**config.mk**
```make
export PLATFORM = sky130hd
export DESIGN_NAME = aes_mmio_slave_flat
export DESIGN_NICKNAME = d
export VERILOG_FILES = /design/src/rtl/aes_mmio_slave_pkg.sv /design/src/rtl/aes_mmio_slave_if.sv /design/src/rtl/aes_mmio_slave_ctrl_fsm.sv /design/src/rtl/aes_mmio_slave.sv /design/src/flat_wrapper.sv
export SDC_FILE = /design/constraint.sdc
export NUM_CORES = 1
export LEC_CHECK = 0
export ABC_CLOCK_PERIOD_IN_PS = 22700
export BUFFER_PORTS_ARGS = -buffer_cell sky130_fd_sc_hd__buf_2
export CAP_MARGIN = 40
export CORE_AREA = 4 4 230 232
export CTS_CLUSTER_DIAMETER = 30
export DETAILED_ROUTE_END_ITERATION = 10
export DIE_AREA = 0 0 234 236
export PLACE_DENSITY = 0.68
export SYNTH_ARGS = -nofsm -noshare
export SYNTH_HDL_FRONTEND = slang
export SYNTH_HIERARCHICAL = 1
export SYNTH_SLANG_ARGS = --single-unit
```
**constraint.sdc**
```tcl
create_clock -name clk_i -period 22.7 [get_ports clk_i]
set_input_delay 3.405 -clock clk_i [delete_from_list [all_inputs] [get_ports clk_i]]
set_output_delay 3.405 -clock clk_i [all_outputs]
set_load 0.02 [all_outputs]
```
**src/rtl/aes_mmio_slave_pkg.sv**
```systemverilog
// aes_mmio_pkg: address map, register bit positions and controller state
// encoding shared by the AES MMIO responder and its command sequencer.
package aes_mmio_pkg;

   // Word addresses of the register bank
   localparam int ADDR_CTRL    = 'h08;
   localparam int ADDR_STATUS  = 'h09;
   localparam int ADDR_CONFIG  = 'h0A;
   localparam int ADDR_KEY0    = 'h10;
   localparam int ADDR_BLOCK0  = 'h20;
   localparam int ADDR_RESULT0 = 'h30;

   localparam int NUM_KEY_WORDS   = 8;
   localparam int NUM_BLOCK_WORDS = 4;

   // CTRL bits (write-only command pulses)
   localparam int CTRL_INIT_BIT = 0;
   localparam int CTRL_NEXT_BIT = 1;

   // STATUS bits
   localparam int STAT_READY_BIT = 0;
   localparam int STAT_VALID_BIT = 1;

   // CONFIG bits
   localparam int CFG_ENCDEC_BIT = 0;
   localparam int CFG_KEYLEN_BIT = 1;

   typedef enum logic [1:0] {
      IDLE = 2'd0,
      INIT = 2'd1,
      NEXT = 2'd2
   } aes_state_e;

endpackage

```
**src/rtl/aes_mmio_slave_if.sv**
```systemverilog
// aes_mmio_slave_if: single-cycle request / next-cycle acknowledge data bus
// between the CPU load/store path (master) and the AES responder (slave).
interface aes_mmio_slave_if #(
   parameter int ADDR_W = 8,
   parameter int DATA_W = 32
);
   logic              req_i;
   logic              we_i;
   logic [ADDR_W-1:0] addr_i;
   logic [DATA_W-1:0] wdata_i;
   logic              ack_o;
   logic [DATA_W-1:0] rdata_o;

   modport master (
      output req_i, we_i, addr_i, wdata_i,
      input  ack_o, rdata_o
   );

   modport slave (
      input  req_i, we_i, addr_i, wdata_i,
      output ack_o, rdata_o
   );
endinterface

```
**src/rtl/aes_mmio_slave_ctrl_fsm.sv**
```systemverilog
// aes_ctrl_fsm: sequences the AES core through its init/next handshake.
// Accepts CTRL commands only in IDLE (init beats next), emits one-cycle
// start pulses and flags the cycle in which the core result is captured.
module aes_ctrl_fsm
   import aes_mmio_pkg::*;
(
   input  logic       clk_i,
   input  logic       rst_i,
   input  logic       cmd_wr_i,
   input  logic       init_req_i,
   input  logic       next_req_i,
   input  logic       core_ready_i,
   input  logic       core_result_valid_i,
   output aes_state_e state_o,
   output logic       core_init_o,
   output logic       core_next_o,
   output logic       cmd_acc_o,
   output logic       capture_o
);

   aes_state_e state_q, state_d;
   logic       init_acc, next_acc;
   logic       init_q, next_q;

   // State register and registered start pulses
   always_ff @(posedge clk_i or posedge rst_i) begin
      if (rst_i) begin
         state_q <= IDLE;
         init_q  <= 1'b0;
         next_q  <= 1'b0;
      end else begin
         state_q <= state_d;
         init_q  <= init_acc;
         next_q  <= next_acc;
      end
   end

   // Next-state, command acceptance and result-capture decode
   always_comb begin
      state_d   = state_q;
      init_acc  = 1'b0;
      next_acc  = 1'b0;
      capture_o = 1'b0;
      case (state_q)
         IDLE: begin
            if (cmd_wr_i) begin
               if (init_req_i) begin
                  init_acc = 1'b1;
                  state_d  = INIT;
               end else if (next_req_i) begin
                  next_acc = 1'b1;
                  state_d  = NEXT;
               end
            end
         end
         // Ready is not trusted during the pulse cycle itself: the core
         // has not yet seen the init request.
         INIT: begin
            if (!init_q && core_ready_i) begin
               state_d = IDLE;
            end
         end
         NEXT: begin
            if (core_result_valid_i) begin
               capture_o = 1'b1;
               state_d   = IDLE;
            end
         end
         default: state_d = IDLE;
      endcase
   end

   assign state_o     = state_q;
   assign core_init_o = init_q;
   assign core_next_o = next_q;
   assign cmd_acc_o   = init_acc | next_acc;

endmodule

```
**src/rtl/aes_mmio_slave.sv**
```systemverilog
// aes_mmio_slave: memory-mapped responder for the AES accelerator. Holds the
// key/block/result/config register bank, answers every bus access one cycle
// later, and drives the AES core through aes_ctrl_fsm.
// Build option AES_KEY_READBACK_EN: when defined, KEY0..7 read back the
// stored key; otherwise the key is write-only and KEY reads return 0.
module aes_mmio_slave
   import aes_mmio_pkg::*;
#(
   parameter int ADDR_W = 8,
   parameter int DATA_W = 32
) (
   input  logic                  clk_i,
   input  logic                  rst_i,
   aes_mmio_slave_if.slave       bus,
   output logic                  core_init_o,
   output logic                  core_next_o,
   output logic                  core_encdec_o,
   output logic                  core_keylen_o,
   output logic [8*DATA_W-1:0]   core_key_o,
   output logic [4*DATA_W-1:0]   core_block_o,
   input  logic                  core_ready_i,
   input  logic [4*DATA_W-1:0]   core_result_i,
   input  logic                  core_result_valid_i
);

   localparam logic [ADDR_W-1:0] A_CTRL    = ADDR_W'(ADDR_CTRL);
   localparam logic [ADDR_W-1:0] A_STATUS  = ADDR_W'(ADDR_STATUS);
   localparam logic [ADDR_W-1:0] A_CONFIG  = ADDR_W'(ADDR_CONFIG);
   localparam logic [ADDR_W-1:0] A_KEY0    = ADDR_W'(ADDR_KEY0);
   localparam logic [ADDR_W-1:0] A_BLOCK0  = ADDR_W'(ADDR_BLOCK0);
   localparam logic [ADDR_W-1:0] A_RESULT0 = ADDR_W'(ADDR_RESULT0);

   logic [DATA_W-1:0] key_q    [NUM_KEY_WORDS];
   logic [DATA_W-1:0] block_q  [NUM_BLOCK_WORDS];
   logic [DATA_W-1:0] result_q [NUM_BLOCK_WORDS];
   logic              encdec_q, keylen_q, valid_q;
   logic              ack_q;
   logic [DATA_W-1:0] rdata_q, rd_mux;

   aes_state_e state;
   logic       cmd_acc, capture, is_idle;
   logic       sel_ctrl, sel_status, sel_config, sel_key, sel_block, sel_result;
   logic       wr_ok, cmd_wr;
   logic [2:0] key_idx;
   logic [1:0] blk_idx;

   // KEY spans 8 aligned words, BLOCK and RESULT 4 aligned words each
   assign sel_ctrl   = (bus.addr_i == A_CTRL);
   assign sel_status = (bus.addr_i == A_STATUS);
   assign sel_config = (bus.addr_i == A_CONFIG);
   assign sel_key    = (bus.addr_i[ADDR_W-1:3] == A_KEY0[ADDR_W-1:3]);
   assign sel_block  = (bus.addr_i[ADDR_W-1:2] == A_BLOCK0[ADDR_W-1:2]);
   assign sel_result = (bus.addr_i[ADDR_W-1:2] == A_RESULT0[ADDR_W-1:2]);
   assign key_idx    = bus.addr_i[2:0];
   assign blk_idx    = bus.addr_i[1:0];

   assign is_idle = (state == IDLE);
   assign cmd_wr  = bus.req_i && bus.we_i && sel_ctrl;
   assign wr_ok   = bus.req_i && bus.we_i && is_idle;

   aes_ctrl_fsm u_fsm (
      .clk_i               (clk_i),
      .rst_i               (rst_i),
      .cmd_wr_i            (cmd_wr),
      .init_req_i          (bus.wdata_i[CTRL_INIT_BIT]),
      .next_req_i          (bus.wdata_i[CTRL_NEXT_BIT]),
      .core_ready_i        (core_ready_i),
      .core_result_valid_i (core_result_valid_i),
      .state_o             (state),
      .core_init_o         (core_init_o),
      .core_next_o         (core_next_o),
      .cmd_acc_o           (cmd_acc),
      .capture_o           (capture)
   );

   // Register bank: software writes only land while idle; result capture
   // and valid tracking follow the sequencer
   always_ff @(posedge clk_i or posedge rst_i) begin
      if (rst_i) begin
         for (int i = 0; i < NUM_KEY_WORDS; i++) key_q[i] <= '0;
         for (int i = 0; i < NUM_BLOCK_WORDS; i++) begin
            block_q[i]  <= '0;
            result_q[i] <= '0;
         end
         encdec_q <= 1'b0;
         keylen_q <= 1'b0;
         valid_q  <= 1'b0;
      end else begin
         if (cmd_acc) begin
            valid_q <= 1'b0;
         end
         if (capture) begin
            for (int i = 0; i < NUM_BLOCK_WORDS; i++) begin
               result_q[i] <= core_result_i[(NUM_BLOCK_WORDS-1-i)*DATA_W +: DATA_W];
            end
            valid_q <= 1'b1;
         end
         if (wr_ok) begin
            if (sel_config) begin
               encdec_q <= bus.wdata_i[CFG_ENCDEC_BIT];
               keylen_q <= bus.wdata_i[CFG_KEYLEN_BIT];
            end
            if (sel_key) begin
               key_q[key_idx] <= bus.wdata_i;
            end
            if (sel_block) begin
               block_q[blk_idx] <= bus.wdata_i;
            end
         end
      end
   end

   // Read data selection; CTRL and unmapped addresses read as zero
   always_comb begin
      rd_mux = '0;
      if (sel_status) begin
         rd_mux[STAT_READY_BIT] = is_idle;
         rd_mux[STAT_VALID_BIT] = valid_q;
      end else if (sel_config) begin
         rd_mux[CFG_ENCDEC_BIT] = encdec_q;
         rd_mux[CFG_KEYLEN_BIT] = keylen_q;
      end else if (sel_key) begin
`ifdef AES_KEY_READBACK_EN
         rd_mux = key_q[key_idx];
`else
         rd_mux = '0;
`endif
      end else if (sel_block) begin
         rd_mux = block_q[blk_idx];
      end else if (sel_result) begin
         rd_mux = result_q[blk_idx];
      end
   end

   // Bus response: ack every request next cycle, read data only with ack
   always_ff @(posedge clk_i or posedge rst_i) begin
      if (rst_i) begin
         ack_q   <= 1'b0;
         rdata_q <= '0;
      end else begin
         ack_q   <= bus.req_i;
         rdata_q <= (bus.req_i && !bus.we_i) ? rd_mux : '0;
      end
   end

   assign bus.ack_o   = ack_q;
   assign bus.rdata_o = rdata_q;

   assign core_encdec_o = encdec_q;
   assign core_keylen_o = keylen_q;

   // KEY0 / BLOCK0 occupy the most significant word of the core vectors
   for (genvar i = 0; i < NUM_KEY_WORDS; i++) begin : g_key
      assign core_key_o[(NUM_KEY_WORDS-1-i)*DATA_W +: DATA_W] = key_q[i];
   end
   for (genvar i = 0; i < NUM_BLOCK_WORDS; i++) begin : g_block
      assign core_block_o[(NUM_BLOCK_WORDS-1-i)*DATA_W +: DATA_W] = block_q[i];
   end

endmodule

```
**src/flat_wrapper.sv**
```systemverilog
// flat-port wrapper written by rule: the top's interface ports become plain ports
module aes_mmio_slave_flat import aes_mmio_pkg::*;
#(
   parameter int ADDR_W = 8,
   parameter int DATA_W = 32
)
  (clk_i, rst_i, core_init_o, core_next_o, core_encdec_o, core_keylen_o, core_key_o, core_block_o, core_ready_i, core_result_i, core_result_valid_i, bus_req_i, bus_we_i, bus_addr_i, bus_wdata_i, bus_ack_o, bus_rdata_o);
  aes_mmio_slave_if #(.ADDR_W(ADDR_W), .DATA_W(DATA_W)) bus_i ();
  input  logic clk_i;
  input  logic rst_i;
  output logic core_init_o;
  output logic core_next_o;
  output logic core_encdec_o;
  output logic core_keylen_o;
  output logic [8*DATA_W-1:0] core_key_o;
  output logic [4*DATA_W-1:0] core_block_o;
  input  logic core_ready_i;
  input  logic [4*DATA_W-1:0] core_result_i;
  input  logic core_result_valid_i;
  input wire logic [$bits(bus_i.req_i)-1:0] bus_req_i;
  input wire logic [$bits(bus_i.we_i)-1:0] bus_we_i;
  input wire logic [$bits(bus_i.addr_i)-1:0] bus_addr_i;
  input wire logic [$bits(bus_i.wdata_i)-1:0] bus_wdata_i;
  output wire logic [$bits(bus_i.ack_o)-1:0] bus_ack_o;
  output wire logic [$bits(bus_i.rdata_o)-1:0] bus_rdata_o;
  assign bus_i.req_i = bus_req_i;
  assign bus_i.we_i = bus_we_i;
  assign bus_i.addr_i = bus_addr_i;
  assign bus_i.wdata_i = bus_wdata_i;
  assign bus_ack_o = bus_i.ack_o;
  assign bus_rdata_o = bus_i.rdata_o;
  aes_mmio_slave #(.ADDR_W(ADDR_W), .DATA_W(DATA_W)) u_core (.clk_i(clk_i), .rst_i(rst_i), .bus(bus_i), .core_init_o(core_init_o), .core_next_o(core_next_o), .core_encdec_o(core_encdec_o), .core_keylen_o(core_keylen_o), .core_key_o(core_key_o), .core_block_o(core_block_o), .core_ready_i(core_ready_i), .core_result_i(core_result_i), .core_result_valid_i(core_result_valid_i));
endmodule
```
### Yosys cells after proc, flatten, opt, wreduce, memory -nomap -nowiden

Index checks and enable logic that the tools add are counted.

* order comparisons: 4
* equal/unequal tests: 12
* muxes and demuxes: 37
* bitwise operators: 3
* reductions and logical operators: 15

Operators with widths (count)
* 32-bit 2-to-1 mux: 10
* 256-bit bitwise mux: 1
* 32-bit binary-select mux with 2-bit select: 2
* 128-bit bitwise mux: 1
* 32-bit demux with 3-bit select: 1
* 32-bit demux with 2-bit select: 1
* 30-bit 2-to-1 mux: 2
* 8-bit by 4-bit equality test with 1-bit output (second input constant): 3
* 2-bit 2-to-1 mux: 7
* 6-bit by 4-bit equality test with 1-bit output (second input constant): 2
* 1-bit 2-to-1 mux: 11
* 1-bit logical AND: 7
* 2-bit inequality test (second input constant): 3
* 2-bit case mux with 3 select lines: 1
* 2-bit AND reduction: 3
* 5-bit by 2-bit equality test with 1-bit output (second input constant): 1
* 4-bit greater-or-equal comparator (second input constant): 1
* 4-bit by 1-bit < comparator with 1-bit output (second input constant): 1
* 3-bit inverter with 4-bit output: 1
* 4-bit AND reduction: 1
* 3-bit greater-or-equal comparator (second input constant): 1
* 3-bit by 1-bit < comparator with 1-bit output (second input constant): 1
* 3-bit inequality test (second input constant): 1
* 2-bit inverter with 3-bit output: 1
* 6 further kinds: 7

* bits in registers: 552
* output and inout bits: 421
* word-level logic and storage cells: 95

### Longest topological paths before layout

* depth in word-level cells: 10
* depth in mapped cells: 7
* depth with buffers taken out: 6

### By module

The synthesis kept the hierarchy.

By module, submodules not included
* aes_mmio_slave: instances 1, cells each 1344, area an instance 22103.7 um^2, sequential area each 13713.2 um^2
* aes_ctrl_fsm: instances 1, cells each 16, area an instance 180.2 um^2, sequential area each 100.1 um^2

### Least setup slack after synthesis

OpenSTA, ideal clock, no wires.

* path kind: input -> register
* from: input bus_addr_i[6]
* to: register u_core.key_q (netlist bit u_core/core_key_o[116])
* setup time: 0.125 ns
* arrival: 5.213 ns
* data required time: 22.575 ns
* path slack: 17.362 ns
* stages on the path: 5
* path through: or4b_1 or4_4 nor3_4 buf_6 mux2_2

* word-level cells in the longest chain between the ends: 2

Ends and longest elaborated chain
* start, declared: line flat_wrapper.sv:22 `input wire logic [$bits(bus_i.addr_i)-1:0] bus_addr_i;`
* 5-bit by 2-bit equality test with 1-bit output: line aes_mmio_slave.sv:51 `assign sel_key = (bus.addr_i[ADDR_W-1:3] == A_KEY0[ADDR_W-1:3]);`
* 2-bit AND reduction (no source line)
* end signal, assigned by index: line aes_mmio_slave.sv:104 `key_q[key_idx] <= bus.wdata_i;`
* end, declared: line aes_mmio_slave.sv:33 `logic [DATA_W-1:0] key_q [NUM_KEY_WORDS];`

No other way between the ends.
A chain may end at the register's enable or synchronous reset.

### Worst setup path in the final report

* from: input bus_addr_i[1]
* to: register u_core.key_q (netlist bit u_core/core_key_o[142])

* word-level cells in the longest chain between the ends: 6

Ends and longest elaborated chain (line)
* 3-bit inverter with 4-bit output (not written as such) (*): aes_mmio_slave.sv:104
* 4-bit greater-or-equal comparator (not written as such) or 4-bit by 1-bit < comparator with 1-bit output (tied branches): aes_mmio_slave.sv:104
* 1-bit logical AND (not written as such): aes_mmio_slave.sv:104
* 32-bit 2-to-1 mux (not written as such): aes_mmio_slave.sv:104
* 32-bit demux with 3-bit select (*): aes_mmio_slave.sv:104
* 256-bit bitwise mux (*): aes_mmio_slave.sv:104

Mark *: on every way between the ends. The rest lies on a longest branch, timed or not.

==> flow_summary.ini <==
[synth]
post-synth-top-count-cell = dfrtp_1
ys.warnings.count = 6
synth.cell_area_sq_um = 22300
ys_seq_elements = 552
synthDistinctLibCells = 39
synth_fp_nets = 1534
synthArstFlopShare_pct = 100
yosys_most_used_dff = dfrtp_1
yosys.area.top_type = dfrtp_1
netlist.area_leader.share_pct = 62.0
synthTopCellsByCount = 552 x dfrtp_1, 505 x mux2_2, 64 x mux4_2, 61 x clkbuf_1, 34 x nor2_1
postSynthCellCount = 1360
ys_seq_area_share_pct = 62.0
avgSynthCellArea_sq_um = 16.4
synth_area_leaders = dfrtp_1 62%, mux2_2 26%, mux4_2 6.5%
synth-edff-count = 0

[route]
wl_per_cell_um = 25.2
drc = 0
ant_nets = 0
drtIter0Drc = 827
viasPerCell = 5.29
vias = 14610
drt-pass1-iter-count = 5
wirelength_um = 69800

[floorplanning]
design.die.area_sq_um = 55200
die_x_um = 234
die_y_um = 236
core_area_sq_um = 51000
start_util_pct = 43.7
num_io_pins = 595
rows = 83

[sta]
fin_tns_setup_ps = 0
fin_crit_ps = 5680
relSlewSlack_pct = 42.1
finalSetupViolations = 0
fin_crit_sh_pct = 25.0
tightest_slew_ps = 869
holdWs_ps = 480
clock.fmax_mhz = 176
rsz0062_at_grt = no
skew_ps = 18.8
hold_viol = 0
slew_violations = 0

[layout]
nFillCells = 3935
nets = 2162
drive_gt1_share_pct = 68.0
areaGrowthSynthToFinish_pct = 36.0

[hold_path]
worstHoldEndpoint = u_core/core_key_o[56]
min-delay-start = u_core/core_key_o[56]
holdPathStages = 1
hold_class = reg2reg

[pwr]
ir_drop_mv = 0.0920
power_density_nw_per_um2 = 96.4
p_leak_nw = 16.4

[critical_path]
path_class = in2reg
crit_arrival_ps = 6190
path_depth = 6
r2r_start = u_core/u_fsm/state_o[0]
cp_max_fo = 37
critPathTopFamily = buffers and inverters
endpoint_kind = register
worstReg2RegEnd = u_core/core_block_o[24]
cp_common_cell = buf_4
cp-start-kind = input pin
rrSetupSlack_ps = 19710
path_buf_inv = 3
critPathMaxStageDelay_ps = 670
cp_cell_sequence = buf_4 -> buf_4 -> nand2_1 -> nor2b_4 -> buf_12 -> mux2_2
worstRegToRegCells = 5
critPathRequiredTime_ps = 23210
slowest_stage = buf_4

[run_status]
status = complete, no violations

[clock_network]
cts.clk_slew.worst_paths_ps = 50
clkLatencyLatePin_ps = 640
clk_path_buf_depth = 3
hold_buffers = 0
postCtsSetupBuffers = 0
clock-root-buffer = clkbuf_16
cts_buffers = 111
cts_max_level = 3
cts_tree = built
clock-sinks = 552
cts_resized = 0

[global_routing]
grt_pass1_wl_um = 103000
grt_overflow = 0
grt_pass1_vias = 15975
grt_max_degree = 104
antenna_found_initial = 11
grt.total_usage_pct = 24.9

[placed_design]
dp_hpwl_um = 49400
gp_congestion = 0.860
io_buffers = 594

[flow_run]
maxCapViolations = 0
[sequential cells by signal, summed over array words and instances, names as in the netlist]
name                      cells
u_core/bus.rdata_o           32
u_core/bus.ack_o              1
u_core/core_key_o           256
u_core/u_fsm/state_o          2
u_core/u_fsm/core_next_o      1
u_core/core_keylen_o          1
u_core/valid_q                1
u_core/core_encdec_o          1
u_core/u_fsm/core_init_o      1
u_core/result_q             128
u_core/core_block_o         128
[cells in the final DEF, fill, tap and decap left out, types with 4 or more instances in the layout]
cell,synthesis,final
dfrtp_1,552,552
buf_2,18,592
a22oi_1,32,32
diode_2,0,4
clkinv_2,0,17
mux2_2,505,505
buf_12,0,5
buf_16,0,10
clkinv_4,0,4
clkinvlp_4,0,12
buf_4,12,17
nand2_2,0,6
clkbuf_16,0,114
a21oi_1,5,5
nor2_4,3,4
mux4_2,64,64
nor2_1,34,33
bufinv_16,0,22
mux2_1,9,9
inv_1,5,4
clkbuf_1,61,5
clkbuf_8,0,12
inv_6,0,15
[through the flow]
stage	total power, mW	utilization [%]	instances	setup slack (ps)	cell area, sq um
after floorplan	1.11	-	1360	3970	22300
after global placement	1.17	50.6	2540	16100	25800
after detailed placement	1.18	51.3	2555	16430	26200
after CTS	2.95	59.4	2760	17090	30300
after global routing	3.01	59.4	2761	16990	30300
final	2.92	59.4	2764	17020	30300
[how the worst max path moves through the flow]
| stage | slack, ps | start | to |
|---|---|---|---|
| 2_1_floorplan | 3970 | rst_i | u_core/bus.ack_o |
| 3_3_place_gp | 16100 | bus_addr_i[1] | u_core/core_key_o[19] |
| 3_5_place_dp | 16430 | bus_addr_i[1] | u_core/core_key_o[145] |
| 4_1_cts | 17090 | bus_addr_i[1] | u_core/core_key_o[143] |
| 5_1_grt | 16990 | bus_addr_i[1] | u_core/core_key_o[143] |
| 6_report | 17020 | bus_addr_i[1] | u_core/core_key_o[142] |
[layout make-up]
cell class,count,area [sq um],area share [%]
clock inverters,74,1080,3.58
clock buffers,131,3040,10.0
multi-input cells,694,8020,26.5
repair buffers,624,3470,11.4
well taps,680,851,2.81
diodes,4,10.0,0.0330
inverters,5,26.3,0.0867
flip-flops and latches,552,13800,45.6
[kinds of logic (layout without fill, tap and decap cells)]
logic type             count (synthesis)  in the layout  share of synthesized area, %
muxes                                578            578                          32.4
buffers and inverters                114            834                          2.33
DFF                                  552            552                          62.0
AOI/OAI and AO/OA                     45             45                          1.46
and+or+nand+nor                       71             71                          1.78
other                                  0              4                             0
[metal layers]
metal  track usage, %  vias up  routed length [um]
met3             7.79      156                5340
met1             30.2     7607               26600
met4             11.1       18                2920
met2             40.9      572               34700
li1                 -     6257                   -
met5                0        -                 107
[worst reg2reg max path, cell delays in order, from the launching register on]
cell	delay, ps
dfrtp_1	460
nand4bb_1	340
nor3_1	610
nand3_2	610
buf_4	500
mux2_2	340
[report_power, final]
group          switching [mW]  total [mW]  internal [mW]
combinational          0.0906       0.141         0.0507
clock                   0.550        1.76           1.21
sequential             0.0132        1.02           1.01
Power figures use the tool's default switching activity.
